==> config.mk <==
export PLATFORM = sky130hd
export DESIGN_NAME = tagger_bcd_converter_falling
export DESIGN_NICKNAME = d
export VERILOG_FILES = /design/src/rtl/tagger_bcd_converter_falling_pkg.sv /design/src/rtl/tagger_priority_encoder.sv /design/src/rtl/tagger_bcd_converter_falling.sv
export SDC_FILE = /design/constraint.sdc
export NUM_CORES = 1
export LEC_CHECK = 0
export CAP_MARGIN = 5
export CORE_AREA = 5 5 42 44
export DETAILED_ROUTE_END_ITERATION = 7
export DIE_AREA = 0 0 47 49
export GPL_ROUTABILITY_DRIVEN = 1
export GPL_TIMING_DRIVEN = 0
export REMOVE_ABC_BUFFERS = 1
export SLEW_MARGIN = 20
export SYNTH_ARGS = -nofsm -noshare
export SYNTH_HDL_FRONTEND = slang
export SYNTH_HIERARCHICAL = 1
export SYNTH_SLANG_ARGS = --single-unit
==> constraint.sdc <==
create_clock -name clk -period 0.86 [get_ports clk]
set_input_delay 0.258 -clock clk [delete_from_list [all_inputs] [get_ports clk]]
set_output_delay 0.258 -clock clk [all_outputs]
set_load 0.02 [all_outputs]
==> src/rtl/tagger_bcd_converter_falling_pkg.sv <==
// Shared widths and helpers for the falling-edge subtime converter.
package tagger_bcd_converter_falling_pkg;

  localparam int unsigned DefaultBits = 2;

  // Number of oversampled bits per clock for a given subtime width.
  function automatic int unsigned num_samples(input int unsigned bits);
    return 32'd1 << bits;
  endfunction

  localparam int unsigned DefaultSamples = num_samples(DefaultBits);

  typedef logic [DefaultSamples-1:0] sample_vec_t;
  typedef logic [DefaultBits-1:0]    subtime_t;

endpackage

==> src/rtl/tagger_priority_encoder.sv <==
// Lowest-set-index encoder built as a balanced binary tree of 2:1 merges.
module tagger_priority_encoder
  import tagger_bcd_converter_falling_pkg::*;
#(
  parameter int unsigned BITS = DefaultBits
) (
  input  logic [num_samples(BITS)-1:0] vec,
  output logic [BITS-1:0]              index,
  output logic                         valid
);

  localparam int unsigned N = num_samples(BITS);

  logic [N-1:0]    tree_valid;
  logic [BITS-1:0] tree_idx [N];

  // Each level halves the node count; node j merges nodes 2j (earlier) and 2j+1 (later).
  always_comb begin
    tree_valid = vec;
    for (int i = 0; i < N; i++) begin
      tree_idx[i] = BITS'(i);
    end
    for (int l = 0; l < BITS; l++) begin
      for (int j = 0; j < (N >> (l + 1)); j++) begin
        // Index first: it must see the lower child's valid before that slot is overwritten.
        tree_idx[j]   = tree_valid[2*j] ? tree_idx[2*j] : tree_idx[2*j+1];
        tree_valid[j] = tree_valid[2*j] | tree_valid[2*j+1];
      end
    end
  end

  // Report zero when nothing is set, so the root's fall-through index never leaks out.
  always_comb begin
    valid = tree_valid[0];
    index = tree_valid[0] ? tree_idx[0] : '0;
  end

endmodule

==> src/rtl/tagger_bcd_converter_falling.sv <==
// Converts one clock of oversampled input into the subtime of its earliest falling edge.
module tagger_bcd_converter_falling
  import tagger_bcd_converter_falling_pkg::*;
#(
  parameter int unsigned BITS = DefaultBits
) (
  input  logic                         clk,
  input  logic                         rst_n,
  input  logic [num_samples(BITS)-1:0] samples,
  output logic [BITS-1:0]              subtimes,
  output logic                         first_sample,
  output logic                         last_sample,
  output logic                         edge_detected
);

  localparam int unsigned N = num_samples(BITS);

  logic            prev_last;
  logic [N-1:0]    falls;
  logic [BITS-1:0] enc_index;
  logic            enc_valid;

  // Falling edge at i: sample i-1 high, sample i low; index 0 looks back into the last word.
  always_comb begin
    falls = ~samples & {samples[N-2:0], prev_last};
  end

  tagger_priority_encoder #(
    .BITS (BITS)
  ) u_prio (
    .vec   (falls),
    .index (enc_index),
    .valid (enc_valid)
  );

  // Register the boundary history and all outputs together so they stay aligned.
  always_ff @(posedge clk or negedge rst_n) begin
    if (!rst_n) begin
      prev_last     <= 1'b0;
      subtimes      <= '0;
      first_sample  <= 1'b0;
      last_sample   <= 1'b0;
      edge_detected <= 1'b0;
    end else begin
      prev_last     <= samples[N-1];
      subtimes      <= enc_index;
      first_sample  <= samples[0];
      last_sample   <= samples[N-1];
      edge_detected <= enc_valid;
    end
  end

endmodule

; ---- Yosys cells after proc, flatten, opt, wreduce, memory -nomap -nowiden
; Index checks and enable logic that the tools add are counted.
[totals]
register_bits = 5
ram_bits = 0
memories = 0
input_bits = 6
word_cells = 13
romBits = 0
latchBits = 0
[classes]
n_div = 0
n_lt_le_gt_ge = 0
mux = 4
shift = 0
bitwise = 5
mul = 0
reduce_logical = 0
add_sub_neg = 0
eq_ne = 0
[ops]
columns = cell, n
row1 = $and A4 B4 Y4, 1
row2 = $mux W2, 2
row3 = $not A4 Y4, 1
row4 = $or A1 B1 Y1, 3
row5 = $mux W1, 2

; ---- Depth between registers and ports, before layout
; Gate-level depths: netlist (run 1).
[depth]
ltp_word = 5
mapped_depth = 3

; ---- Modules after synthesis
; The synthesis (run 1) kept the hierarchy.
[modules_own_cells]
columns = module, instances, area_per_inst_um2, seq_area_each_um2, cells_each
row1 = tagger_bcd_converter_falling, 1, 157.7, 125.1, 9
row2 = tagger_priority_encoder, 1, 35.0, 0.0, 7

; ---- Worst setup path before layout (run 1)
; No wires, ideal clock.
[synth_timing]
kind = register -> register
startpoint = reg last_sample (netlist name)
endpoint = reg edge_detected
period_less_slack_ns = 0.906
required_ns = 0.740
t_arrival_ns = 0.786
setup_slack_ns = -0.046
setup_time_ns = 0.120
stages_incl_launch_ff = 4
cell_sequence = dfrtp_1 and2b_2 nor2_1 nand2_1
[synth_lines]
columns = item, line
row1 = "end signal, assigned", tagger_bcd_converter_falling.sv:49  ; edge_detected <= enc_valid;
row2 = "end, declared", tagger_bcd_converter_falling.sv:13  ; output logic edge_detected

; ---- Worst setup path after layout (run 1)
[layout_timing]
startpoint = reg last_sample
endpoint = out last_sample
[layout_lines]
columns = item, line
row1 = "start, declared", tagger_bcd_converter_falling.sv:12  ; output logic last_sample,
row2 = "start signal, assigned", tagger_bcd_converter_falling.sv:48  ; last_sample <= samples[N-1];
; No word-level cell between the ends.

==> results of run 1 <==
## repair_timing
item                       in CTS  in global routing
setup endpoints to repair       8                  7
resized for setup              37                  1
hold buffers                    0                  0
cloned                          0                  0
## stage by stage
step                power, mW  worst slack (ns)    util  cell area [um^2]  setup TNS (ns)
detailed placement     0.3708           -0.4385  0.2232             312.8          -2.750
global placement       0.3696           -0.4378  0.2232             312.8          -2.718
global route           0.6747           -0.1721  0.2554             357.8         -0.8036
finish                 0.6384           -0.1461  0.2554             357.8         -0.6553
floorplan              0.3071          -0.04610       -             192.7        -0.08162
CTS                    0.6552           -0.1647  0.2518             352.8         -0.7318
## final timing paths
| kind | start | end | slack, ns | depth (start not counted) |
|---|---|---|---|---|
| max in group asynchronous | rst_n | last_sample | 0.44 | 1 |
| worst min-delay path | rst_n | subtimes[1] | 0.23 | 1 |
| worst max-delay path | last_sample | last_sample | -0.15 | 1 |
| worst max register to register | last_sample | edge_detected | 0.02 | 3 |
| min in group clk | samples[0] | first_sample | 0.28 | 1 |
| worst min register to register | last_sample | subtimes[0] | 0.61 | 2 |
## cell usage after synthesis
library cell	n
a21oi_2	1
and2b_2	3
dfrtp_1	5
inv_1	1
nand2_1	1
nand2b_1	1
nor2_1	2
nor2b_1	1
nor3_1	1
## routing by layer
layer  vias to the layer above  global-route usage
li1                         77                   -
met1                        64             0.03341
met2                        10             0.05882
met3                         2                   0
met4                         0             0.09677
met5                         -                   0
## registers in the layout, indices dropped and copies added (netlist names)
| signal | flops |
|---|---|
| subtimes | 2 |
| edge_detected | 1 |
| first_sample | 1 |
| last_sample | 1 |
## report_power, final
part | total (mW) | internal (mW) | switching [mW]
logic | 0.115 | 0.0629 | 0.0522
clock network | 0.264 | 0.175 | 0.0887
registers | 0.260 | 0.252 | 0.00729
## final cells by class
type,count,area [um^2]
inverters,1,3.754
clock buffers,4,26.28
repair buffers,10,101.3
well taps,16,20.02
multi-input cells,10,81.33
fillers,164,1044
flip-flops and latches,5,125.1
## cell families after synthesis
| logic type | Yosys count | synth area share |
|---|---|---|
| AOI/OAI and AO/OA | 1 | 0.04546 |
| buffers and inverters | 1 | 0.01946 |
| and+or+nand+nor | 9 | 0.2858 |
| DFF | 5 | 0.6494 |
==> reports/qor.txt, run 1 <==
Outcome -> finished with violations
Failing checks -> negative setup slack
Met1 WL -> 119 um
Share of the synthesized area in the top cell type -> 0.6494
# IOs -> 11
CP Max Fanout -> 2
Initial Util -> 0.1375
Vias post-DR -> 153
Max layer used -> met4
1st-iter DRT viols -> 2
Sequential area share after synthesis -> 0.6494
PwrDens -> 1784 mW/mm^2
Unique cell type count in the Yosys netlist -> 9
Routed wire length per instance -> 8.087 um
Slowest stage delay, CP -> 0.38 ns
CP max stage cell -> dfrtp_1
Die area -> 0.002303 mm^2
Cell taking the most area after synthesis -> dfrtp_1
Root Driver -> clkbuf_4
Die Span Y -> 49 um
CP Class -> reg -> out
Initial antenna violation count -> 0
Clock skew -> 0.004141 ns
Mapped cell area -> 192.7 um^2
Leakage Power -> 0.1676 nW
Worst Max-Slew Pin Slew -> 0.2166 ns
Worst Setup Slack, final -> -0.1461 ns
Largest net degree at the start of global routing -> 6
Post-Layout Cell Count -> 46
CTS Buf Count -> 3
Delay-heaviest family, CP -> flip-flops
Nets -> 37
Critical Path End Type -> output port
CTS Sinks -> 5
Largest cells by area after synthesis -> dfrtp_1 65%, and2b_2 14%, a21oi_2 4.5%
Post-CTS repair timing setup buffer count -> 0
H-tree levels -> 1
DR pass1 iterations -> 2
Startpoint Class -> flip-flop
Final Hold Fails -> 0
Commonest cells after routing, fill and taps aside -> 5 x dfrtp_1, 5 x buf_6, 4 x dlygate4sd2_1, 3 x and2b_2, 3 x clkbuf_4
Mapped Cells -> 16
Aggregate routed wire length -> 372 um
Fmax -> 0.9940 GHz
All-Layer GR Usage -> 0.04385
Slew margin rel. -> 0.8552
Via-to-Cell Ratio -> 3.326
Layout area overhead -> 85.71%
YS warnings -> 6
HP Class -> in -> async
Number of global-route vias before repair -> 182
First-pass GRT wire length -> 627 um
Worst skew pair latency -> 0.24 ns
Aggregate global routing overflow -> 0
Routed wire length on met2 -> 175 um
Routability cong. -> 0.5957
Met3 WL -> 55 um
Peak VDD IR -> 308.7 uV
Setup repair after global routing missed its margin -> yes
Setup violators final -> 5
Worst hold margin -> 0.2347 ns
Tmin final -> 1.006 ns
Critical-path cell list -> buf_6
Die width -> 47 um
Fraction of layout cells with a size suffix above 1 -> 0.5333
Worst EP required -> 0.60 ns
Final-report max-slew violation count -> 0
Final period util -> 1.170
Cell Count Post-Placement -> 42
ANT nets after route -> 0
Buf/Inv on CP -> 1
CTS tree -> done
PortBufs -> 10
# DRC -> 0
Number of diodes -> 0
Clock buffer depth -> 2
Critical Path AT -> 0.75 ns
#FFs+latches synth -> 5
Max_cap viols -> 0
CTS clk-pin slew, worst paths -> 0.04 ns
Num rows -> 14
Core box area -> 0.001401 mm^2
Mean Syn Cell Area -> 12.04 um^2
Note: power is estimated with default switching activity, not from simulation.
==> run 2, diff against run 1 <==
Settings changed: ABC_AREA set to 1, SLEW_MARGIN 20 to not set.
==> reports/qor.txt, run 2 <==
Most instantiated cells after synthesis -> 6 x inv_1, 5 x dfrtp_1, 4 x nor2_1
YS warnings -> 6 (unchanged)
Met1 WL -> 123 um (+3.4%)
HP Class -> in -> async
Mapped cell area -> 203.9 um^2 (+5.8%)
Worst reg2reg setup slack -> -0.10 ns (-0.12 ns)
Hold_buf cts -> 0 (unchanged)
Met3 WL -> 52 um (-5.5%)
Largest cells by area after synthesis -> dfrtp_1 61%, inv_1 11%, a21oi_2 8.6%
#FFs+latches synth -> 5 (unchanged)
Worst Max-Slew Pin Slew -> 0.2142 ns (-0.002329 ns)
All-Layer GR Usage -> 0.04597 (+0.002122)
Worst Setup Slack, final -> -0.1482 ns (-0.002136 ns)
Peak VDD IR -> 320.0 uV (+3.7%)
CTS clk-pin slew, worst paths -> 0.04 ns (about the same)
Final-report max-slew violation count -> 0 (unchanged)
Mapped Cells -> 22 (+6)
FF-to-FF path depth -> 7 (+4)
CP Class -> reg -> out
Final Hold Fails -> 0 (unchanged)
Failing checks -> negative setup slack
Num rows -> 14 (unchanged)
Reg2reg end -> subtimes[1]
Clock skew -> 0.0003812 ns (-0.003760 ns)
1st-iter DRT viols -> 1 (-1)
Layout area overhead -> 89.57%
Max_cap viols -> 0 (unchanged)
Initial antenna violation count -> 0 (unchanged)
First-pass GRT wire length -> 634 um (+1.1%)
Buf/Inv on CP -> 1 (unchanged)
Sequential area share after synthesis -> 0.6135 (-0.03585)
FILL cells -> 165 (+0.61%)
Die Span Y -> 49 um (unchanged)
Register name with the most flops -> subtimes
# IOs -> 11 (unchanged)
Vias post-DR -> 183 (+20%)
CTS Sinks -> 5 (unchanged)
PortBufs -> 10 (unchanged)
Critical Path End Type -> output port
ANT nets after route -> 0 (unchanged)
Critical Path AT -> 0.75 ns (about the same)
Core box area -> 0.001401 mm^2 (unchanged)
Number of global-route vias before repair -> 176 (-3.3%)
Fmax -> 0.9918 GHz (-0.21%)
Nets -> 45 (+22%)
CTS Buf Count -> 3 (unchanged)
Delay-heaviest family, CP -> flip-flops
Routed wire length on met2 -> 197 um (+13%)
Routability cong. -> 0.5955 (about the same)
H-tree levels -> 1 (unchanged)
PwrDens -> 1691 mW/mm^2 (-5.2%)
Mean Syn Cell Area -> 9.270 um^2 (-23%)
Tmin final -> 1.008 ns (+0.002136 ns)
Unique cell type count in the Yosys netlist -> 8 (-1)
Final period util -> 1.172 (+0.002484)
FF-to-FF Start -> last_sample
# DRC -> 0 (unchanged)
Leading cell type by number of instances after synthesis -> inv_1
Setup repair after global routing missed its margin -> yes
Via-to-Cell Ratio -> 3.389 (+1.9%)
Worst hold margin -> 0.2374 ns (+0.002665 ns)
Asr flop ratio synth -> 1.000 (unchanged)
Aggregate global routing overflow -> 0 (unchanged)
Clock buffer depth -> 2 (unchanged)
Final setup TNS -> -0.8219 ns (-0.1666 ns)
Outcome -> finished with violations
Max reg flops -> 2 (unchanged)
Initial Util -> 0.1455 (+0.008036)
Fraction of layout cells with a size suffix above 1 -> 0.5000 (-0.03333)
Slew margin rel. -> 0.8567 (+0.001558)
Die width -> 47 um (unchanged)
CTS tree -> done
Dpl hpwl -> 309.4 um
Post-synth EDFFs -> 0 (unchanged)
Share of the synthesized area in the top cell type -> 0.6135 (-0.03585)
Worst EP required -> 0.60 ns (about the same)
Leakage Power -> 0.1910 nW (+14%)
Critical-path cell list -> buf_6
Largest net degree at the start of global routing -> 6 (unchanged)
Power Total -> 0.6539 mW (+2.4%)
Startpoint Class -> flip-flop
Routed wire length per instance -> 7.296 um (-9.8%)
Aggregate routed wire length -> 394 um (+5.9%)
Worst skew pair latency -> 0.23 ns (about the same)
Dpl ws -> -0.3851 ns (+0.05334 ns)
Commonest cells after routing, fill and taps aside -> 6 x buf_6, 5 x dfrtp_1, 4 x inv_1, 3 x clkbuf_4, 3 x dlygate4sd2_1
Setup violators final -> 8 (+3)
Most used DFF post-synth -> dfrtp_1
CP Max Fanout -> 2 (unchanged)
DR pass1 iterations -> 4 (+2)
Number of diodes -> 0 (unchanged)
Max layer used -> met4
Commonest non-fill, non-tap cell in the layout -> buf_6
Slowest stage delay, CP -> 0.38 ns (about the same)
Die area -> 0.002303 mm^2 (unchanged)
CP max stage cell -> dfrtp_1
Cell taking the most area after synthesis -> dfrtp_1
Root Driver -> clkbuf_4
[run 2: worst max path at each step]
| stage | startpoint | depth (start not counted) | end |
|---|---|---|---|
| floorplan | last_sample | 5 | subtimes[1] |
| global placement | samples[0] | 6 | subtimes[1] |
| global route | last_sample | 1 | last_sample |
| detailed placement | samples[0] | 6 | subtimes[1] |
| CTS | last_sample | 1 | last_sample |
| finish | last_sample | 1 | last_sample |
[run 2: through the flow]
stage	utilization	cells	cell area [um^2]
after floorplan	-	22	203.9
after global placement	0.2313	48	324.1
after detailed placement	0.2313	48	324.1
after CTS	0.2625	53	367.9
after global routing	0.2759	54	386.6
final	0.2759	54	386.6
[run 2: area by class of cell]
class	instances	area, um^2	area share
clock buffer	4	26.28	0.06796
inverter	8	35.03	0.09061
multi-input combinational	9	58.81	0.1521
sequential	5	125.1	0.3236
tap	16	20.02	0.05178
timing repair buffer	12	121.4	0.3139
[run 2: kinds of logic after synthesis]
kind of cell | synth area share
buf+inv | 0.1595
compound gates | 0.08591
simple gates | 0.1411
flops | 0.6135
[run 2: power by group]
| group | switching (mW) | internal [mW] |
|---|---|---|
| sequential | 0.00722 | 0.252 |
| combinational | 0.0634 | 0.0677 |
| clock | 0.0882 | 0.175 |
[run 2: what timing repair did]
action | CTS | global route
pin swaps | 4 | 1
endpoints found under the setup margin | 8 | 8
cloned | 0 | 0
gates resized for setup | 37 | 4
buffers inserted | 1 | 1
[run 2: per-layer routing]
metal,GRT usage,vias up
met5,0,-
met4,0.09677,0
met3,0.01107,2
met2,0.04977,10
met1,0.04232,78
li1,-,93
==> variant: new RTL, flow settings as in run 1 <==
Set the package constant `DefaultBits` to 4 (it was 2).
--- a/src/rtl/tagger_bcd_converter_falling_pkg.sv
+++ b/src/rtl/tagger_bcd_converter_falling_pkg.sv
@@ -1,7 +1,7 @@
 // Shared widths and helpers for the falling-edge subtime converter.
 package tagger_bcd_converter_falling_pkg;
 
-  localparam int unsigned DefaultBits = 2;
+  localparam int unsigned DefaultBits = 4;
 
   // Number of oversampled bits per clock for a given subtime width.
   function automatic int unsigned num_samples(input int unsigned bits);
Interface: changed (resized samples and subtimes); port bits go from 11 to 25. The function was not compared with the original's and may differ.
==> variant against run 1 <==
The flow still finishes with violations (negative setup slack). Non-clock buffer count rose by 27. Sequential power rose by 40%. Power rose by 60%. Clock power rose by 6%. Routed wire length rose to 3.2 times the old value. Cell area rose to 2.6 times the old value. Critical path depth rose by 5. Area after synthesis rose to 2.6 times the old value. Synthesized cell count rose to 3.3 times the old value. Count of clock-buffer cells in the layout did not move. Combinational power rose to 3.3 times the old value. Worst setup slack got worse by 310 ps. Die area did not move. Highest routed layer unchanged. Sequential cell count rose by 2.
==> variant: results (changes against run 1) <==
| Metric | Value |
|---|---|
| EDFF count, synth | 0 (unchanged) |
| WP data arrival | 1480 ps (was 750 ps) |
| Sw Share | 26.9% (was 23.2%) |
| WL/cell | 10.9 um (was 8.09 um) |
| Sum Neg Setup Slack | -3020 ps (was -655 ps) |
| GP Congestion | 0.727 (was 0.596) |
| Post-synth cell types | 20 (was 9) |
| Gate power share | 37.1% (was 18.0%) |
| Clk pwr share | 27.3% (was 41.3%) |
| Hold Crit Class | primary input to register (was primary input to asynchronous set/reset pin) |
| 1st-iter DRT viols | 3 (was 2) |
| Via density | 4.85 (was 3.33) |
| Fill count | 129 (was 164) |
| Largest register FFs | 4 (was 2) |
| First-pass GRT wire length | 1980 um (was 627 um) |
| Initial antenna violation count | 0 (unchanged) |
| Primary FF master, synth | dfrtp_1 (unchanged) |
| Final setup fails | 12 (was 5) |
| Commonest cells in the netlist | and2b_2, dfrtp_1, nor2_1 (was dfrtp_1, and2b_2, nor2_1) |
| Placed cell area | 757 um2 (was 313 um2) |
| Internal power | 0.000748 W (was 0.000490 W) |
| Non-filler cells, final | 110 (was 46) |
| Synth Area per Inst | 9.37 um2 (was 12.0 um2) |
| Fin worst setup slack | -454 ps (was -146 ps) |
| Number of synthesized register bits | 7 (was 5) |
| Area contributors post-synth | dfrtp_1, and2b_2, nor2_1 (was dfrtp_1, and2b_2, a21oi_2) |
| IO buf count | 24 (was 10) |
| Inst Count DP | 93 (was 42) |
| Status | complete, but fails checks (unchanged) |
| Largest net degree at the start of global routing | 8 (was 6) |
| Failing checks | negative setup slack (unchanged) |
| Share of cells above drive strength 1 | 51.1% (was 53.3%) |
| Tot GR Track Use | 12.0% (was 4.38%) |
| P_leak | 0.439 nW (was 0.168 nW) |
| Post-Route Skew | 1.81 ps (was 4.14 ps) |
| Vias in the first global route | 541 (was 182) |
| Seq/Total Area, Yosys | 35.3% (was 64.9%) |
| Dpl ws | -1150 ps (was -438 ps) |
| Worst-path fanout max | 3 (was 2) |
[variant: changes by cell type in the layout (fill, tap and decap cells not counted), sizes merged, moves of 3 or more]
cell / change
buf: +15
and2b: +12
dlygate4sd2: +7
clkdlybuf4s15: +5
nor2: +4
nor4: +4
a21oi: +3
[variant: area by class of cell]
type / instances / area [um2] / area share (%)
Tap cell: 16 / 20.0 / 2.16
Clock buffer: 4 / 26.3 / 2.84
Inverter: 3 / 11.3 / 1.22
Sequential cell: 7 / 175 / 18.9
Multi-Input combinational cell: 43 / 355 / 38.4
Timing Repair Buffer: 37 / 338 / 36.5
[variant: cells by family (layout without fill, tap and decap cells)]
logic type | count (synthesis) | in the layout | synth area share [%]
AO/OA/AOI/OAI | 9 | 9 | 11.6
buffers and inverters | 3 | 44 | 2.27
AND/OR/NAND/NOR | 34 | 34 | 50.9
flip-flops | 7 | 7 | 35.3
[variant: worst max-delay path: stages]
cell and delay [ps]:
dlygate4sd2_1 200, and2b_2 250, nor4_4 340, nand2_2 120, nor3_2 180, o2bb2ai_1 130
[variant: worst paths after layout]
path	start	endpoint	slack, ps	cells past startpoint
min in group asynchronous	rst_n	last_sample	270	1
max reg2reg	last_sample	subtimes[0]	-440	5
min	samples[0]	first_sample	250	1
max in group asynchronous	rst_n	subtimes[2]	360	1
max	samples[1]	subtimes[0]	-450	6
min reg2reg	last_sample	subtimes[1]	720	3
[variant: routing by layer]
layer | vias up | part of all wire [%] | global-route usage (%)
li1 | 265 | - | -
met1 | 242 | 36 | 10.8
met2 | 21 | 51 | 20.4
met3 | 6 | 9.1 | 3.32
met4 | 0 | 3.8 | 10.1
met5 | - | 0 | 0
[variant: repair_timing]
action,in CTS,in global routing
endpoints found under the setup margin,12,12
pin swaps,10,3
gates resized for setup,74,0
setup buffers,14,0
